<file path="src/rtl/control_subcmd_fillpattern_pkg.sv">
// control_subcmd_fillpattern_pkg: shared types and defaults for the pattern-fill sub-command.
//   BYTES_PER_PIXEL      default bytes written per frame-buffer pixel
//   fillpattern_mode_t   pattern select encoding seen on the mode input
//   fillpattern_state_t  sequencer states of the fill engine
package control_subcmd_fillpattern_pkg;

   localparam int BYTES_PER_PIXEL = 2;

   typedef enum logic [1:0] {
      SOLID,
      CHECKER,
      ROWSTRIPE,
      COLSTRIPE
   } fillpattern_mode_t;

   typedef enum logic [2:0] {
      ST_IDLE,
      ST_LATCH,
      ST_WRITE,
      ST_DONE,
      ST_WAIT_RELEASE
   } fillpattern_state_t;

endpackage

</file>
<file path="src/rtl/control_subcmd_fillpattern_addr_gen.sv">
// control_subcmd_fillpattern_addr_gen: row/column/byte scan counter over a clipped rectangle.
//   i_clk, i_reset         clock, asynchronous active-high reset
//   i_load                 capture bounds and start at (y_hi, x_lo, byte 0)
//   i_advance              step to the next byte of the scan
//   i_x_lo, i_x_hi         inclusive column bounds
//   i_y_lo, i_y_hi         inclusive row bounds (scan starts at y_hi and descends)
//   o_row, o_column, o_pixel  current write address
//   o_last                 current address is the final byte of the rectangle
module control_subcmd_fillpattern_addr_gen #(
   parameter int CW  = 6,
   parameter int RW  = 5,
   parameter int PW  = 1,
   parameter int BPP = 2
) (
   input  logic          i_clk,
   input  logic          i_reset,
   input  logic          i_load,
   input  logic          i_advance,
   input  logic [CW-1:0] i_x_lo,
   input  logic [CW-1:0] i_x_hi,
   input  logic [RW-1:0] i_y_lo,
   input  logic [RW-1:0] i_y_hi,
   output logic [RW-1:0] o_row,
   output logic [CW-1:0] o_column,
   output logic [PW-1:0] o_pixel,
   output logic          o_last
);

   localparam logic [PW-1:0] PIX_LAST = PW'(BPP - 1);

   logic [CW-1:0] r_x_lo, r_x_hi, r_column;
   logic [RW-1:0] r_y_lo, r_row;
   logic [PW-1:0] r_pixel;
   logic          w_pix_wrap, w_col_wrap;

   assign w_pix_wrap = r_pixel == PIX_LAST;
   assign w_col_wrap = r_column == r_x_hi;
   assign o_last     = w_pix_wrap & w_col_wrap & (r_row == r_y_lo);
   assign o_row      = r_row;
   assign o_column   = r_column;
   assign o_pixel    = r_pixel;

   always_ff @(posedge i_clk or posedge i_reset)
      if (i_reset) begin
         r_x_lo   <= '0;
         r_x_hi   <= '0;
         r_y_lo   <= '0;
         r_row    <= '0;
         r_column <= '0;
         r_pixel  <= '0;
      end else if (i_load) begin
         r_x_lo   <= i_x_lo;
         r_x_hi   <= i_x_hi;
         r_y_lo   <= i_y_lo;
         r_row    <= i_y_hi;
         r_column <= i_x_lo;
         r_pixel  <= '0;
      end else if (i_advance) begin
         r_pixel <= w_pix_wrap ? '0 : r_pixel + PW'(1);
         if (w_pix_wrap) begin
            r_column <= w_col_wrap ? r_x_lo : r_column + CW'(1);
            if (w_col_wrap) r_row <= r_row - RW'(1);
         end
      end

endmodule

</file>
<file path="src/rtl/control_subcmd_fillpattern.sv">
// control_subcmd_fillpattern: fills a clipped frame-buffer rectangle with a two-color pattern.
//   i_clk, i_reset            clock, asynchronous active-high reset
//   i_enable                  command request, held high for the whole command
//   i_ack                     decoder acknowledges o_done
//   i_ram_ready               RAM accepts a write this cycle
//   i_mode                    0 solid, 1 checker, 2 row stripes, 3 column stripes
//   i_x1, i_y1                top-left corner
//   i_width, i_height         rectangle size, zero allowed
//   i_color_a, i_color_b      pattern colors
//   o_row, o_column, o_pixel  RAM write address
//   o_data_out                RAM write byte
//   o_ram_write_enable        write commits at this clock edge
//   o_ram_access_start        one-cycle pulse when a fill starts
//   o_done                    fill complete, held until acknowledged
module control_subcmd_fillpattern #(
   parameter int  PIXEL_WIDTH     = 64,
   parameter int  PIXEL_HEIGHT    = 32,
   parameter int  BYTES_PER_PIXEL = control_subcmd_fillpattern_pkg::BYTES_PER_PIXEL,
   localparam int CW = $clog2(PIXEL_WIDTH),
   localparam int RW = $clog2(PIXEL_HEIGHT),
   localparam int PW = (BYTES_PER_PIXEL > 1) ? $clog2(BYTES_PER_PIXEL) : 1,
   localparam int DW = 8 * BYTES_PER_PIXEL
) (
   input  logic          i_clk,
   input  logic          i_reset,
   input  logic          i_enable,
   input  logic          i_ack,
   input  logic          i_ram_ready,
   input  logic [1:0]    i_mode,
   input  logic [CW-1:0] i_x1,
   input  logic [RW-1:0] i_y1,
   input  logic [CW:0]   i_width,
   input  logic [RW:0]   i_height,
   input  logic [DW-1:0] i_color_a,
   input  logic [DW-1:0] i_color_b,
   output logic [RW-1:0] o_row,
   output logic [CW-1:0] o_column,
   output logic [PW-1:0] o_pixel,
   output logic [7:0]    o_data_out,
   output logic          o_ram_write_enable,
   output logic          o_ram_access_start,
   output logic          o_done
);

   import control_subcmd_fillpattern_pkg::*;

   localparam logic [CW+1:0] X_LIM = (CW+2)'(PIXEL_WIDTH);
   localparam logic [RW+1:0] Y_LIM = (RW+2)'(PIXEL_HEIGHT);

   fillpattern_state_t r_state;
   fillpattern_mode_t  r_mode;
   logic [DW-1:0]      r_color_a, r_color_b, w_color;
   logic [CW+1:0]      w_x_sum, w_x_clip;
   logic [RW+1:0]      w_y_sum, w_y_clip;
   logic [CW-1:0]      w_x_hi, w_column;
   logic [RW-1:0]      w_y_hi, w_row;
   logic [PW-1:0]      w_pixel;
   logic               w_empty, w_we, w_last, w_sel;

   // Two guard bits keep corner+size and the clip compare from wrapping.
   assign w_x_sum  = {2'b00, i_x1} + {1'b0, i_width};
   assign w_y_sum  = {2'b00, i_y1} + {1'b0, i_height};
   assign w_x_clip = (w_x_sum > X_LIM) ? X_LIM : w_x_sum;
   assign w_y_clip = (w_y_sum > Y_LIM) ? Y_LIM : w_y_sum;
   assign w_x_hi   = CW'(w_x_clip - (CW+2)'(1));
   assign w_y_hi   = RW'(w_y_clip - (RW+2)'(1));
   assign w_empty  = (i_width == '0) | (i_height == '0) |
                     ({2'b00, i_x1} >= X_LIM) | ({2'b00, i_y1} >= Y_LIM);

   assign w_we               = (r_state == ST_WRITE) & i_ram_ready;
   assign o_ram_write_enable = w_we;
   assign o_ram_access_start = r_state == ST_LATCH;
   assign o_done             = r_state == ST_DONE;

   // The counter parks on the final byte so the address stays meaningful after the fill.
   control_subcmd_fillpattern_addr_gen #(
      .CW (CW),
      .RW (RW),
      .PW (PW),
      .BPP(BYTES_PER_PIXEL)
   ) u_addr_gen (
      .i_clk    (i_clk),
      .i_reset  (i_reset),
      .i_load   (r_state == ST_LATCH),
      .i_advance(w_we & ~w_last),
      .i_x_lo   (i_x1),
      .i_x_hi   (w_x_hi),
      .i_y_lo   (i_y1),
      .i_y_hi   (w_y_hi),
      .o_row    (w_row),
      .o_column (w_column),
      .o_pixel  (w_pixel),
      .o_last   (w_last)
   );

   assign o_row    = w_row;
   assign o_column = w_column;
   assign o_pixel  = w_pixel;

   assign w_sel = (r_mode == CHECKER)   ? w_row[0] ^ w_column[0] :
                  (r_mode == ROWSTRIPE) ? w_row[0] :
                  (r_mode == COLSTRIPE) ? w_column[0] : 1'b0;
   assign w_color    = w_sel ? r_color_b : r_color_a;
   assign o_data_out = w_color[{w_pixel, 3'b000} +: 8];

   always_ff @(posedge i_clk or posedge i_reset)
      if (i_reset) begin
         r_state   <= ST_IDLE;
         r_mode    <= SOLID;
         r_color_a <= '0;
         r_color_b <= '0;
      end else begin
         case (r_state)
            ST_IDLE: if (i_enable) r_state <= ST_LATCH;
            ST_LATCH: begin
               r_mode    <= fillpattern_mode_t'(i_mode);
               r_color_a <= i_color_a;
               r_color_b <= i_color_b;
               r_state   <= !i_enable ? ST_IDLE : w_empty ? ST_DONE : ST_WRITE;
            end
            ST_WRITE: begin
               if (!i_enable) r_state <= ST_IDLE;
               else if (w_we & w_last) r_state <= ST_DONE;
            end
            ST_DONE: if (i_ack) r_state <= ST_WAIT_RELEASE;
            ST_WAIT_RELEASE: if (!i_enable) r_state <= ST_IDLE;
            default: r_state <= ST_IDLE;
         endcase
      end

endmodule
</file>
<file path="config.mk">
export PLATFORM = sky130hd
export DESIGN_NAME = control_subcmd_fillpattern
export DESIGN_NICKNAME = d
export VERILOG_FILES = /design/src/rtl/control_subcmd_fillpattern_pkg.sv /design/src/rtl/control_subcmd_fillpattern_addr_gen.sv /design/src/rtl/control_subcmd_fillpattern.sv
export SDC_FILE = /design/constraint.sdc
export NUM_CORES = 1
export LEC_CHECK = 0
export CAP_MARGIN = 5
export CORE_AREA = 4 4 90 92
export DETAILED_ROUTE_END_ITERATION = 12
export DIE_AREA = 0 0 94 96
export PLACE_DENSITY = 0.86
export SYNTH_ARGS = -nofsm -noshare
export SYNTH_HDL_FRONTEND = slang
export SYNTH_HIERARCHICAL = 1
export SYNTH_SLANG_ARGS = --single-unit
</file>
<file path="constraint.sdc">
create_clock -name i_clk -period 4.4 [get_ports i_clk]
set_clock_uncertainty 0.1 [all_clocks]
set_input_delay 0.88 -clock i_clk [delete_from_list [all_inputs] [get_ports i_clk]]
set_output_delay 0.88 -clock i_clk [all_outputs]
set_load 0.01 [all_outputs]
</file>
==> out/metrics.csv, run 1 <==
metric,value,unit
Critical Path Start Type,input pin,
Worst-path clk slew,80,ps
combinational family with the most area after synthesis,multiplexers,
pre-CTS setup slack,97.03,ps
hpwl dp,7.412,mm
ys flop type,dfrtp_1,
Sw Share,36.34,%
asr flop ratio synth,100.0,%
htree depth,3,
sequential share of the synthesized area,40.93,%
routability cong.,0.9115,
Iter 0 DRT Violations,288,
Ant. Diodes,0,
Power Total,3.537,mW
CTS max path bufs,2,
number of global-route vias before repair,3295,
status,"finished, final reports clean",
synth warn,6,
Clk Tree Root Cell,clkbuf_8,
CP arrival,4090,ps
critical path class,in -> reg,
worst-path fanout max,5,
Post-Synth XOR/XNOR Area,5.643,%
Hold/Removal Path Class,reg -> reg,
drt pass-1 iters,5,
Initial Utilization,55.93,%
initial antenna violation count,0,
Final #Nets,532,
DR DRC count,0,
Sequential Power Share,33.5,%
Highest Clock Rate,252.1,MHz
synthesized cell area,4035,µm²
endpoints failing setup,0,
Port Buffer Count,85,
FF-to-FF End,u_addr_gen/o_column[0],
Power Internal,2.252,mW
r2r worst-path depth,10,
MaxCap Viol Count,0,
ANT nets after route,0,
Layout area overhead,29.27,%
TritonCTS clock tree,yes,
overall routing resource usage,22.34,%
Die Span Y,96,µm
Avg Vias per Cell,6.009,
Synth Area in Adders,5.643,%
worst skew pair latency,350,ps
synth unique cells,63,
Hold Startpoint,u_addr_gen/r_x_lo[2],
Final period util,90.15,%
Die W,94,µm
die area,9024,µm²
Slew HR,25.40,%
endpoint class of the critical path,flop,
total CTS buffers,9,
# rows,31,
DR WL/cell,17.81,µm
number of setup buffers added after CTS,0,
sw power,1.285,mW
Compound-Gate Fraction of Synth Area,11.84,%
register-to-register setup slack,1110,ps
hold worst-path end,u_addr_gen/r_x_lo[2],
total number of vias,3341,
leak pwr,2.097,nW
number of synthesized flops with an enable pin,0,
Core ar.,7214,µm²
CP required,4530,ps
VDD IR-drop max,513.7,µV
grt total ovfl,0,
final hold violation count,0,
mux share of post-synthesis cell area,19.47,%
mean post-synth cell area,11.02,µm²
layout cells sized above 1,18.82,%
Post-Synthesis Cells,366,
Period minus WS final,3967,ps
largest net degree at the start of global routing,35,
setup_tns,0,ps
Comb power frac,49.0,%
RSZ-0062 raised after global routing,no,
Crit Reg-Reg Startpoint,u_addr_gen/o_column[0],
#FFs+latches synth,66,
hold path depth,2,
Worst-Margin Slew,1118,ps
CTS sink cnt,66,
Routed WL,9.903,mm
clock share of power,17.5,%
first-pass GRT wire length,15.77,mm
power per cell area,678.0,nW/µm²
Worst Hold Margin,393.4,ps
post-cts sizing count,0,
io pins,86,
cts hold-fix bufs,0,
Final WS setup,433.2,ps
Syn Nets,446,
post-synthesis simple-gate area fraction,13.46,%
final number of max-transition violations,0,
==> synth_stat cells, drive strengths merged (2+ instances only) <==
cell type  count  area, µm²
a21boi         4      30.03
a21o           4      30.03
a21oi         15      78.83
a22o           2      17.52
a22oi          4      30.03
a31oi          4      25.02
and3           4      25.02
buf            4      31.27
clkbuf        10      41.29
dfrtp         66       1652
fa             2      40.04
ha            15      187.7
inv           12      45.04
mux2          52      585.6
mux2i          2      20.02
mux4           8      180.2
nand2         19      71.32
nand2b         2      12.51
nand3         10      50.05
nand4          4      25.02
nor2          19      71.32
nor2b          8      57.55
nor3          13      70.07
nor3b          2      15.01
nor4           5      31.28
o211ai         3      22.52
o21ai          5      25.02
o22ai          3      18.77
o311ai         2      17.52
o31ai          7      52.55
or2            3      18.77
or3            4      25.02
or4            3      26.27
or4b           2      20.02
xnor2         11      96.34
xor2          15      131.4
==> cells in the final DEF (no fill, tap or decap), types with 12 or more instances in the layout <==
master	count
dfrtp_1	66
xor2_1	15
nor3_1	12
nor2_1	19
nand2_1	19
inv_1	12
ha_1	15
mux2_2	52
a21oi_1	14
clkdlybuf4s50_1	85
==> worst max path at each step <==
stage	from	endpoint	cells past startpoint
after CTS	i_x1[0]	u_addr_gen/r_x_hi[4]	13
final	i_x1[0]	u_addr_gen/r_x_hi[4]	13
after floorplan	i_x1[0]	u_addr_gen/r_x_hi[4]	12
after global routing	i_x1[0]	u_addr_gen/r_x_hi[4]	13
after detailed placement	i_x1[0]	u_addr_gen/r_x_hi[2]	12
after global placement	i_x1[0]	u_addr_gen/r_x_hi[4]	13
==> kinds of logic after synthesis <==
logic type	after synthesis
muxes	62
buffers and inverters	27
xor gates and xnor gates	26
DFF	66
AOI/OAI and AO/OA	67
and+or+nand+nor	101
adders and majority gates	17
==> cell type report <==
class | count | area (µm²)
repair buffers | 89 | 880.8
flip-flops and latches | 66 | 1652
well taps | 99 | 123.9
clock inverters | 6 | 115.1
multi-input cells | 273 | 2268
inverters | 13 | 48.80
clock buffers | 10 | 127.6
fillers | 535 | 1998
==> critical path, cell delays in order <==
cell	delay, ps
clkdlybuf4s50_1	530
ha_1	210
inv_1	60
fa_1	430
xor2_1	240
nand2_1	130
o21bai_1	170
o311a_1	380
or3_1	360
ha_1	240
o31ai_1	90
xnor2_1	90
mux2_2	260
==> power by group through the flow <==
| stage | clock (mW) | combinational [mW] | sequential [mW] |
|---|---|---|---|
| after CTS | 0.628 | 1.73 | 1.18 |
| after floorplan | 0 | 1.17 | 1.10 |
| after global routing | 0.651 | 1.86 | 1.22 |
| after detailed placement | 0 | 1.70 | 1.19 |
| after global placement | 0 | 1.66 | 1.17 |
| final | 0.620 | 1.73 | 1.18 |
==> metrics by stage <==
step / instances / area [µm²] / util, %
3_5_place_dp: 540 / 4974 / 68.94
3_3_place_gp: 540 / 4974 / 68.94
4_1_cts: 556 / 5216 / 72.30
2_1_floorplan: 366 / 4035 / -
6_report: 556 / 5216 / 72.30
5_1_grt: 556 / 5216 / 72.30
==> registers in the layout, summed over array words and instances, names as in the netlist <==
name                 count
r_color_a               16
r_color_b               16
r_mode                   2
r_state                  3
u_addr_gen/o_column      6
u_addr_gen/o_pixel       1
u_addr_gen/o_row         5
u_addr_gen/r_x_hi        6
u_addr_gen/r_x_lo        6
u_addr_gen/r_y_lo        5
==> metal layers <==
metal	up-vias	share of wire, %	GRT usage, %
met3	15	8.2	7.271
met1	1630	42	28.32
met5	-	0	0
met4	0	1.3	5.415
li1	1535	-	-
met2	161	49	37.32
No activity file was read; power rests on OpenSTA's default activity.
==> inputs of run 2 (changes only) <==
Settings changed: CORE_AREA 4 4 90 92 to 4 4 75 111, DIE_AREA 0 0 94 96 to 0 0 79 115, PLACE_DENSITY 0.86 to 0.85.
==> run 2 against run 1 <==
  * Sequential cell count unchanged
  * Sequential power about the same
  * Sequential share of layout area increased by 0.14 points
  * Critical endpoint unchanged
  * Cell count unchanged
  * Cell area decreased by 0.46%
  * Fmax decreased by 0.55%
  * Non-clock buffer count decreased by 1
  * Critical path depth unchanged
  * Clock power decreased by 15%
  * Die area increased by 0.68%
  * Worst hold slack got worse by 1.4 ps
  * Global-route usage increased by 1.9 points
==> out/metrics.csv, run 2 (same netlist as run 1, synthesis figures left out) <==
metric,value,unit,change
"Core Util, Final",70.92,%,-1.4 points
CP required,4540,ps,about the same
largest net degree at the start of global routing,69,,+97%
number of setup buffers added after CTS,0,,unchanged
Die W,79,µm,-16%
cts hold-fix bufs,0,,unchanged
GRT met3 Usage,7.288,%,+0.017 points
worst skew pair latency,350,ps,about the same
ANT nets after route,0,,unchanged
io pins,86,,unchanged
most frequent cells in the layout,"clkdlybuf4s50_1 (85), dfrtp_1 (66), mux2_2 (52), nor2_1 (19), nand2_1 (19)",,
met1 usage,24.01,%,-4.3 points
Initial Utilization,55.11,%,-0.82 points
Worst-path clk slew,70,ps,about the same
Critical Path Start Type,input pin,,
post-cts sizing count,0,,unchanged
FILL cells,561,,+4.9%
Core ar.,7322,µm²,+1.5%
total CTS buffers,9,,unchanged
Ant. Diodes,0,,unchanged
Final #Nets,531,,-0.19%
power per cell area,662.4,nW/µm²,-2.3%
MaxCap Viol Count,0,,unchanged
CTS max path bufs,2,,unchanged
total number of vias,3313,,-0.84%
Post-DP Area,4960,µm²,-0.28%
GR peak layer,met2,,
Iter 0 DRT Violations,143,,-50%
final hold violation count,0,,unchanged
stages on the worst setup path,13,,unchanged
Sw Share,37.17,%,+0.83 points
CP peak stage delay,510,ps,-20 ps
"Top cell by count, worst path",ha_1,,
RSZ-0062 raised after global routing,no,,
worst-path fanout max,5,,unchanged
"Cell Chain, Critical Path",clkdlybuf4s50_1 > ha_1 > inv_1 > fa_1 > xor2_1 > nand2_1 > o21bai_1 > o311a_1 > or3_1 > ha_1 > o31ai_1 > xnor2_1 > mux2_2,,
"Design Area, Final",5192,µm²,-0.46%
layout cells sized above 1,18.64,%,-0.18 points
critical path class,in -> reg,,
Comb power frac,50.1,%,+1.1 points
status,"finished, final reports clean",,
endpoints failing setup,0,,unchanged
Routed WL,10.36,mm,+4.6%
sw power,1.279,mW,-0.51%
initial antenna violation count,0,,unchanged
Worst-Margin Slew,1011,ps,-107.2 ps
leak pwr,2.081,nW,-0.76%
DR DRC count,0,,unchanged
number of global-route vias before repair,3638,,+10%
Die Span Y,115,µm,+20%
die area,9085,µm²,+0.68%
Hold/Removal Path Class,reg -> reg,,
hold path depth,2,,unchanged
CTS sink cnt,66,,unchanged
overall routing resource usage,24.28,%,+1.9 points
Sequential Power Share,34.6,%,+1.1 points
drt pass-1 iters,4,,-1
# rows,38,,+23%
Slew HR,32.01,%,+6.6 points
Highest Clock Rate,250.7,MHz,-0.55%
VDD IR-drop max,467.7,µV,-9.0%
GR Util met2,45.73,%,+8.4 points
r2r worst-path depth,9,,-1
endpoint class of the critical path,flop,,
clock share of power,15.3,%,-2.2 points
hpwl dp,7.624,mm,+2.9%
CP max stage cell,clkdlybuf4s50_1,,
Worst Hold Margin,392.1,ps,-1.361 ps
setup_tns,0,ps,unchanged
Period minus WS final,3989,ps,+21.79 ps
Final period util,90.65,%,+0.50 points
Top Registers,"r_color_a: 16 flops, r_color_b: 16 flops",,
"commonest non-fill, non-tap cell in the layout",clkdlybuf4s50_1,,
Power Total,3.440,mW,-2.7%
Power Internal,2.161,mW,-4.0%
final number of max-transition violations,0,,unchanged
"Largest delay share family, worst path",adder cells,,
CP arrival,4130,ps,+40 ps
Clk Tree Root Cell,clkbuf_8,,
routability cong.,0.9139,,+0.26%
DR WL/cell,18.63,µm,+4.6%
first-pass GRT wire length,16.89,mm,+7.1%
Port Buffer Count,85,,unchanged
htree depth,3,,unchanged
TritonCTS clock tree,yes,,
Layout area overhead,28.68,%,
grt total ovfl,0,,unchanged
Avg Vias per Cell,5.959,,-0.84%
CP bufs+invs,2,,unchanged
==> run 2: cell count changes in the layout (fill, tap and decap cells not counted) <==
cell and delta:
buf_4 -2, bufinv_16 -2, clkbuf_8 +2, clkinv_4 -2
buf_16 +1, clkinv_2 +1, clkinvlp_4 +1
==> run 2: routing by layer <==
layer	part of all wire (%)	up-vias
met5	0	-
met3	5.9	23
met2	55	118
met4	2.8	0
li1	-	1541
met1	36	1631
==> run 2: layout make-up <==
cell class,count,area (µm²),share of cell area [%]
multi-input cells,273,2268,43.69
repair buffers,88,893.4,17.20
inverters,13,48.80,0.9398
clock buffers,12,155.1,2.988
flip-flops and latches,66,1652,31.81
clock inverters,4,50.05,0.9639
well taps,100,125.1,2.410
==> run 2: path summary, 6_finish.rpt <==
| path | endpoint | from | slack, ps |
|---|---|---|---|
| setup / recovery | u_addr_gen/r_x_hi[4] | i_x1[0] | 410 |
| hold / removal | u_addr_gen/r_x_lo[2] | u_addr_gen/r_x_lo[2] | 390 |
| setup reg to reg | u_addr_gen/o_row[3] | u_addr_gen/o_column[0] | 910 |
| hold reg to reg | u_addr_gen/r_x_lo[2] | u_addr_gen/r_x_lo[2] | 390 |
| max in group asynchronous | r_color_a[6] | i_reset | 2900 |
| min in group asynchronous | r_state[1] | i_reset | 640 |
==> run 2: tightest hold or removal path, delay by kind of cell, from the launching register on <==
kind	cells	cell delay, ps
flip-flops	1	330
AND/OR/NAND/NOR	2	130
==> run 2: per-stage QoR <==
stage               std cells  worst slack [ps]
floorplan                 366             826.0
global placement          539             205.5
detailed placement        539             135.5
CTS                       555             496.3
global route              556             207.1
finish                    556             411.4
==> run 2: power groups by stage <==
| stage | sequential [mW] | clock (mW) | combinational [mW] |
|---|---|---|---|
| 6_report | 1.19 | 0.525 | 1.72 |
| 5_1_grt | 1.23 | 0.566 | 1.87 |
| 4_1_cts | 1.19 | 0.537 | 1.72 |
| 3_5_place_dp | 1.19 | 0 | 1.70 |
| 3_3_place_gp | 1.17 | 0 | 1.65 |
| 2_1_floorplan | 1.10 | 0 | 1.17 |
